File: config.mk
export PLATFORM = sky130hd
export DESIGN_NAME = add_sub_pipe
export DESIGN_NICKNAME = d
export VERILOG_FILES = /design/src/rtl/add_sub_pipe.sv
export SDC_FILE = /design/constraint.sdc
export NUM_CORES = 1
export LEC_CHECK = 0
export BUFFER_PORTS_ARGS = -buffer_cell sky130_fd_sc_hd__clkbuf_2
export CAP_MARGIN = 0
export CORE_ASPECT_RATIO = 0.7
export CORE_MARGIN = 2
export CORE_UTILIZATION = 30
export CTS_BUF_LIST = sky130_fd_sc_hd__clkbuf_8 sky130_fd_sc_hd__clkbuf_16
export DETAILED_ROUTE_END_ITERATION = 8
export GPL_ROUTABILITY_DRIVEN = 0
export GPL_TIMING_DRIVEN = 0
export PLACE_DENSITY = 0.57
export SYNTH_ARGS = -nofsm -noshare
export SYNTH_HDL_FRONTEND = slang
export SYNTH_SLANG_ARGS = --single-unit
File: constraint.sdc
create_clock -name clk -period 3.5 [get_ports clk]
set_input_delay 0.875 -clock clk [delete_from_list [all_inputs] [get_ports clk]]
set_output_delay 0.875 -clock clk [all_outputs]
set_load 0.01 [all_outputs]
File: src/rtl/add_sub_pipe.sv
// Pipelined two's-complement adder/subtractor: the carry chain is cut into SEG-bit slices with
// one register stage per slice, plus signed overflow detection and optional saturation.
module add_sub_pipe #(
    parameter int unsigned WIDTH    = 20,
    parameter int unsigned SEG      = 5,
    parameter bit          SATURATE = 1'b1
) (
    input  logic             clk,
    input  logic             rst_n,
    input  logic             in_valid,
    output logic             in_ready,
    input  logic [WIDTH-1:0] A,
    input  logic [WIDTH-1:0] B,
    input  logic             ci,
    input  logic             op,
    output logic             out_valid,
    input  logic             out_ready,
    output logic [WIDTH-1:0] result,
    output logic             carry_out,
    output logic             overflow
);

    localparam int unsigned N = WIDTH / SEG;

    // Entry k holds the operands, the partial sum with slices 0..k filled, and the slice-k carry.
    logic [N-1:0]     vld_q, vld_d;
    logic [N-1:0]     cry_q, cry_d;
    logic [WIDTH-1:0] opa_q [N];
    logic [WIDTH-1:0] opa_d [N];
    logic [WIDTH-1:0] opb_q [N];
    logic [WIDTH-1:0] opb_d [N];
    logic [WIDTH-1:0] sum_q [N];
    logic [WIDTH-1:0] sum_d [N];

    logic             advance;
    logic             src_v;
    logic             src_c;
    logic [WIDTH-1:0] src_a;
    logic [WIDTH-1:0] src_b;
    logic [WIDTH-1:0] src_sum;
    logic [SEG:0]     slice;

    logic [WIDTH-1:0] raw_sum;
    logic             sign_a;
    logic             sign_b;

    assign advance  = out_ready || !out_valid;
    assign in_ready = advance;

    always_comb begin
        vld_d   = vld_q;
        cry_d   = cry_q;
        opa_d   = opa_q;
        opb_d   = opb_q;
        sum_d   = sum_q;
        src_v   = 1'b0;
        src_c   = 1'b0;
        src_a   = '0;
        src_b   = '0;
        src_sum = '0;
        slice   = '0;
        for (int unsigned k = 0; k < N; k++) begin
            if (k == 0) begin
                // Subtract is add of the inverted operand with an inverted borrow as carry-in.
                src_v   = in_valid;
                src_a   = A;
                src_b   = op ? ~B : B;
                src_c   = op ? ~ci : ci;
                src_sum = '0;
            end else begin
                src_v   = vld_q[k-1];
                src_a   = opa_q[k-1];
                src_b   = opb_q[k-1];
                src_c   = cry_q[k-1];
                src_sum = sum_q[k-1];
            end
            slice = {1'b0, src_a[k*SEG +: SEG]} + {1'b0, src_b[k*SEG +: SEG]}
                  + {{SEG{1'b0}}, src_c};
            vld_d[k]                  = src_v;
            opa_d[k]                  = src_a;
            opb_d[k]                  = src_b;
            sum_d[k]                  = src_sum;
            sum_d[k][k*SEG +: SEG]    = slice[SEG-1:0];
            cry_d[k]                  = slice[SEG];
        end
    end

    // Every stage moves together; bubbles are kept so ordering and latency stay fixed.
    always_ff @(posedge clk or negedge rst_n) begin
        if (!rst_n) begin
            vld_q <= '0;
            cry_q <= '0;
            for (int unsigned k = 0; k < N; k++) begin
                opa_q[k] <= '0;
                opb_q[k] <= '0;
                sum_q[k] <= '0;
            end
        end else if (advance) begin
            vld_q <= vld_d;
            cry_q <= cry_d;
            opa_q <= opa_d;
            opb_q <= opb_d;
            sum_q <= sum_d;
        end
    end

    assign raw_sum   = sum_q[N-1];
    assign sign_a    = opa_q[N-1][WIDTH-1];
    assign sign_b    = opb_q[N-1][WIDTH-1];
    assign out_valid = vld_q[N-1];
    assign carry_out = cry_q[N-1];
    assign overflow  = (sign_a == sign_b) && (raw_sum[WIDTH-1] != sign_a);

    always_comb begin
        result = raw_sum;
        if (SATURATE && overflow) begin
            result = sign_a ? {1'b1, {(WIDTH-1){1'b0}}} : {1'b0, {(WIDTH-1){1'b1}}};
        end
    end

endmodule

==> qor.txt <==
================================================================================
Run status                                                          complete, no violations
Worst ir drop on vdd                                                      591 uV
TritonCTS clock tree                                                       built
Starting Density                                                           30.8%
Number of detailed-route iterations in the first pass                          4
Worst-margin pin slew                                                   0.536 ns
Headroom to the max-slew limit                                             64.3%
Max Fanout on Critical Path                                                   10
Reg-to-reg critical path endpoint                                   src_sum[14]$_DFFE_PN0P_
Netlist area before placement                                       0.00555 mm^2
Period utilisation layout                                                  73.8%
Post-layout instance count excluding filler cells                            940
Total number of nets in the final design                                     761
Worst reg-to-reg path cell count                                               8
Design area                                                         0.00686 mm^2
Fin. max-slew vios                                                             0
P per Cell Area                                                      976 mW/mm^2
Critical path endpoint category                                      output port
Most instantiated cells after synthesis                             266 x sky130_fd_sc_hd__nand2_1, 120 x sky130_fd_sc_hd__dfrtp_1, 32 x sky130_fd_sc_hd__o21ai_0, 22 x sky130_fd_sc_hd__a21o_1, 19 x sky130_fd_sc_hd__xnor2_1
Number of violations of the max-capacitance limit                              0
Fraction of the yosys area taken by sequential cells                       54.1%
Final setup fails                                                              0
Core Box Area                                                        0.0181 mm^2
Syn nets                                                                     673
Total negative slack for setup checks                                       0 ns
Number of clock buffers inserted by TritonCTS                                 17
Reg-to-Reg Start                                                    cry_q[1]$_DFFE_PN0P_
Minimum period implied by the final worst setup slack                    2.58 ns
Total of warnings raised by yosys                                              0
Buffers added on ports                                                        68
Standard cell area after detailed placement                         0.00623 mm^2
Vias per cell                                                               4.34
Global-route track usage on met1                                           22.5%
Mapped Cells                                                                 603
Worst hold slack                                                        0.302 ns
All-Layer GR Usage                                                         14.2%
Global-route wire length before repair                                  21700 um
Routed length per placed instance                                        14.1 um
Highest clock frequency the design can meet                              387 MHz
Async set-reset flop share out of synthesis                                 100%
Area added between synthesis and finish                                    23.6%
Number of setup buffers added after CTS                                        0
Worst EP required                                                        2.62 ns
Total via count after detailed routing                                      4082
Chip height                                                               118 um
WS Path Type                                                        flip-flop to output port
Antenna diode instance count                                                   0
Number of antenna violations at the first check in global routing              0
Area contributors post-synth                                        sky130_fd_sc_hd__dfrtp_1 54%, sky130_fd_sc_hd__nand2_1 18%, sky130_fd_sc_hd__ha_1 3.6%
Syn_area_per_cell                                                      9.21 um^2
Master cell of the clock root buffer                                sky130_fd_sc_hd__clkbuf_16
Number of top-level pins                                                      70
Initial detailed-routing violation count                                     167
Die ar.                                                              0.0196 mm^2
Number of synthesized flops with an enable pin                                 0
DRC Markers                                                                    0
Final setup skew                                                      0.00583 ns
Sink count of the clock tree                                                 120
Overflow left after global routing                                             0
Post-CTS sizing                                                                0
Fillcell total                                                              1873
Most used standard cell by instance count after synthesis           sky130_fd_sc_hd__nand2_1
Die width                                                                 167 um
Static leakage                                                           3.59 nW
Total wire length after detailed routing                                13200 um
Unique cell type count in the Yosys netlist                                   26
Met2 track demand over resource                                            18.8%
Clock H-tree levels                                                            4
Met3 Use GR                                                                3.40%
Hold crit path type                                                 input pin to asynchronous set/reset pin
Layout cells sized above 1                                                 18.8%
Final antenna-violating net count                                              0
Via count of the first global-routing pass                                  3966
Std cell rows                                                                 41
Register-to-register setup slack                                         1.48 ns
Most area-hungry cell type in the Yosys netlist                     sky130_fd_sc_hd__dfrtp_1
Largest net degree at the start of global routing                            107
Half-perimeter wire length after detailed placement                      9540 um
Clk slew on worst S/H paths                                              0.06 ns
Most utilized layer in the global route result                              met1
#FFs+latches synth                                                           120
Proportion of netlist area held by the largest area contributor            54.1%
Worst EP arrival                                                         1.71 ns
Number of buffers inserted by hold repair at cts                               0
Worst skew pair latency                                                  0.41 ns
Overall power after layout                                               6.70 mW
Unrepaired setup endpoints after global routing                               no
Placed cell count                                                            908
Maximum buffer depth of the clock tree                                         2
Worst Setup Start Kind                                                 flip-flop
Final count of hold timing violations                                          0
Top FF cell, synth                                                  sky130_fd_sc_hd__dfrtp_1
================================================================================
[worst max-delay path by stage]
| stage | from | cells past startpoint | endpoint | slack (ns) |
|---|---|---|---|---|
| after floorplan | op | 9 | sum_d[44]$_DFFE_PN0P_ | 0.83 |
| after global placement | rst_n | 1 | opa_d[52]$_DFFE_PN0P_ | -0.35 |
| after detailed placement | op | 9 | sum_d[44]$_DFFE_PN0P_ | 0.66 |
| after CTS | opb_q[19]$_DFFE_PN0P_ | 5 | result[15] | 0.89 |
| after global routing | opb_q[19]$_DFFE_PN0P_ | 5 | result[17] | 0.84 |
| final | opb_q[19]$_DFFE_PN0P_ | 5 | result[15] | 0.92 |
[flip-flops by register name (all words and copies together) (netlist names)]
| register | count |
|---|---|
| cry_q | 4 |
| opa_d | 25 |
| opa_q | 1 |
| opb_d | 25 |
| opb_q | 1 |
| raw_sum | 20 |
| src_a | 5 |
| src_b | 5 |
| src_sum | 15 |
| sum_d | 15 |
| vld_q | 4 |
[metal layers]
layer | vias to the layer above | share of wire, % | wire length (um)
met5 | - | 0 | 0
met4 | 0 | 0.53 | 70
met3 | 9 | 3.7 | 494
li1 | 2097 | - | -
met2 | 79 | 40 | 5310
met1 | 1897 | 56 | 7350
[metrics by stage]
| stage | setup WS [ns] | utilization [%] |
|---|---|---|
| 2_1_floorplan | 0.834 | - |
| 3_3_place_gp | -0.346 | 34.3 |
| 3_5_place_dp | 0.659 | 34.5 |
| 4_1_cts | 0.893 | 38.0 |
| 5_1_grt | 0.841 | 38.0 |
| 6_report | 0.919 | 38.0 |
[placed cells by master (no fill, tap or decap), types with 2 or more instances in the layout]
cell type | synthesis | routed
sky130_fd_sc_hd__a211oi_1 | 4 | 4
sky130_fd_sc_hd__bufinv_16 | 0 | 4
sky130_fd_sc_hd__ha_1 | 16 | 16
sky130_fd_sc_hd__nand2b_1 | 9 | 9
sky130_fd_sc_hd__o21a_1 | 2 | 2
sky130_fd_sc_hd__o31ai_1 | 5 | 5
sky130_fd_sc_hd__nand2_1 | 266 | 266
sky130_fd_sc_hd__inv_1 | 16 | 16
sky130_fd_sc_hd__dfrtp_1 | 120 | 120
sky130_fd_sc_hd__clkinvlp_4 | 0 | 2
sky130_fd_sc_hd__clkbuf_8 | 0 | 2
sky130_fd_sc_hd__o21ai_0 | 32 | 32
sky130_fd_sc_hd__inv_6 | 0 | 2
sky130_fd_sc_hd__buf_4 | 6 | 6
sky130_fd_sc_hd__clkbuf_2 | 0 | 67
sky130_fd_sc_hd__xor2_1 | 9 | 9
sky130_fd_sc_hd__xnor2_1 | 19 | 19
sky130_fd_sc_hd__a21oi_1 | 14 | 14
sky130_fd_sc_hd__o21ai_1 | 2 | 2
sky130_fd_sc_hd__a22oi_1 | 3 | 3
sky130_fd_sc_hd__buf_2 | 17 | 17
sky130_fd_sc_hd__buf_6 | 6 | 6
sky130_fd_sc_hd__fa_1 | 8 | 8
sky130_fd_sc_hd__nor2_1 | 17 | 17
sky130_fd_sc_hd__a21o_1 | 22 | 22
sky130_fd_sc_hd__clkbuf_1 | 4 | 4
sky130_fd_sc_hd__clkinv_2 | 0 | 2
sky130_fd_sc_hd__nor2b_1 | 2 | 2
sky130_fd_sc_hd__clkinv_4 | 0 | 4
sky130_fd_sc_hd__clkbuf_16 | 0 | 17
[kinds of logic after synthesis]
| family | Yosys count | synth area share, % |
|---|---|---|
| adders and majority gates | 25 | 6.67 |
| and+or+nand+nor | 296 | 20.7 |
| xor gates and xnor gates | 28 | 4.42 |
| AOI/OAI and AO/OA | 84 | 9.19 |
| buffers and inverters | 50 | 4.98 |
| DFF | 120 | 54.1 |
[area by class of cell]
class / instances / area [um^2] / area share, %
Tap cell: 236 / 295 / 4.30
Clock buffer: 18 / 439 / 6.40
Buffer: 33 / 213 / 3.10
Inverter: 17 / 63.8 / 0.930
Timing Repair Buffer: 69 / 377 / 5.49
Clock inverter: 14 / 198 / 2.88
Sequential cell: 120 / 3000 / 43.8
Multi-Input combinational cell: 433 / 2270 / 33.1
[report_power, final]
group / internal, mW / switching, mW / total (mW)
clock network: 1.22 / 0.662 / 1.88
registers: 2.01 / 0.390 / 2.40
logic: 1.02 / 1.40 / 2.42
[critical path, cell delays in order, from the launching register on]
cell and delay [ns]:
sky130_fd_sc_hd__dfrtp_1 0.42, sky130_fd_sc_hd__nor3b_2 0.22, sky130_fd_sc_hd__buf_4 0.20, sky130_fd_sc_hd__buf_4 0.19
sky130_fd_sc_hd__a21o_1 0.13, sky130_fd_sc_hd__clkbuf_2 0.14
No activity file was read; power rests on OpenSTA's default activity.
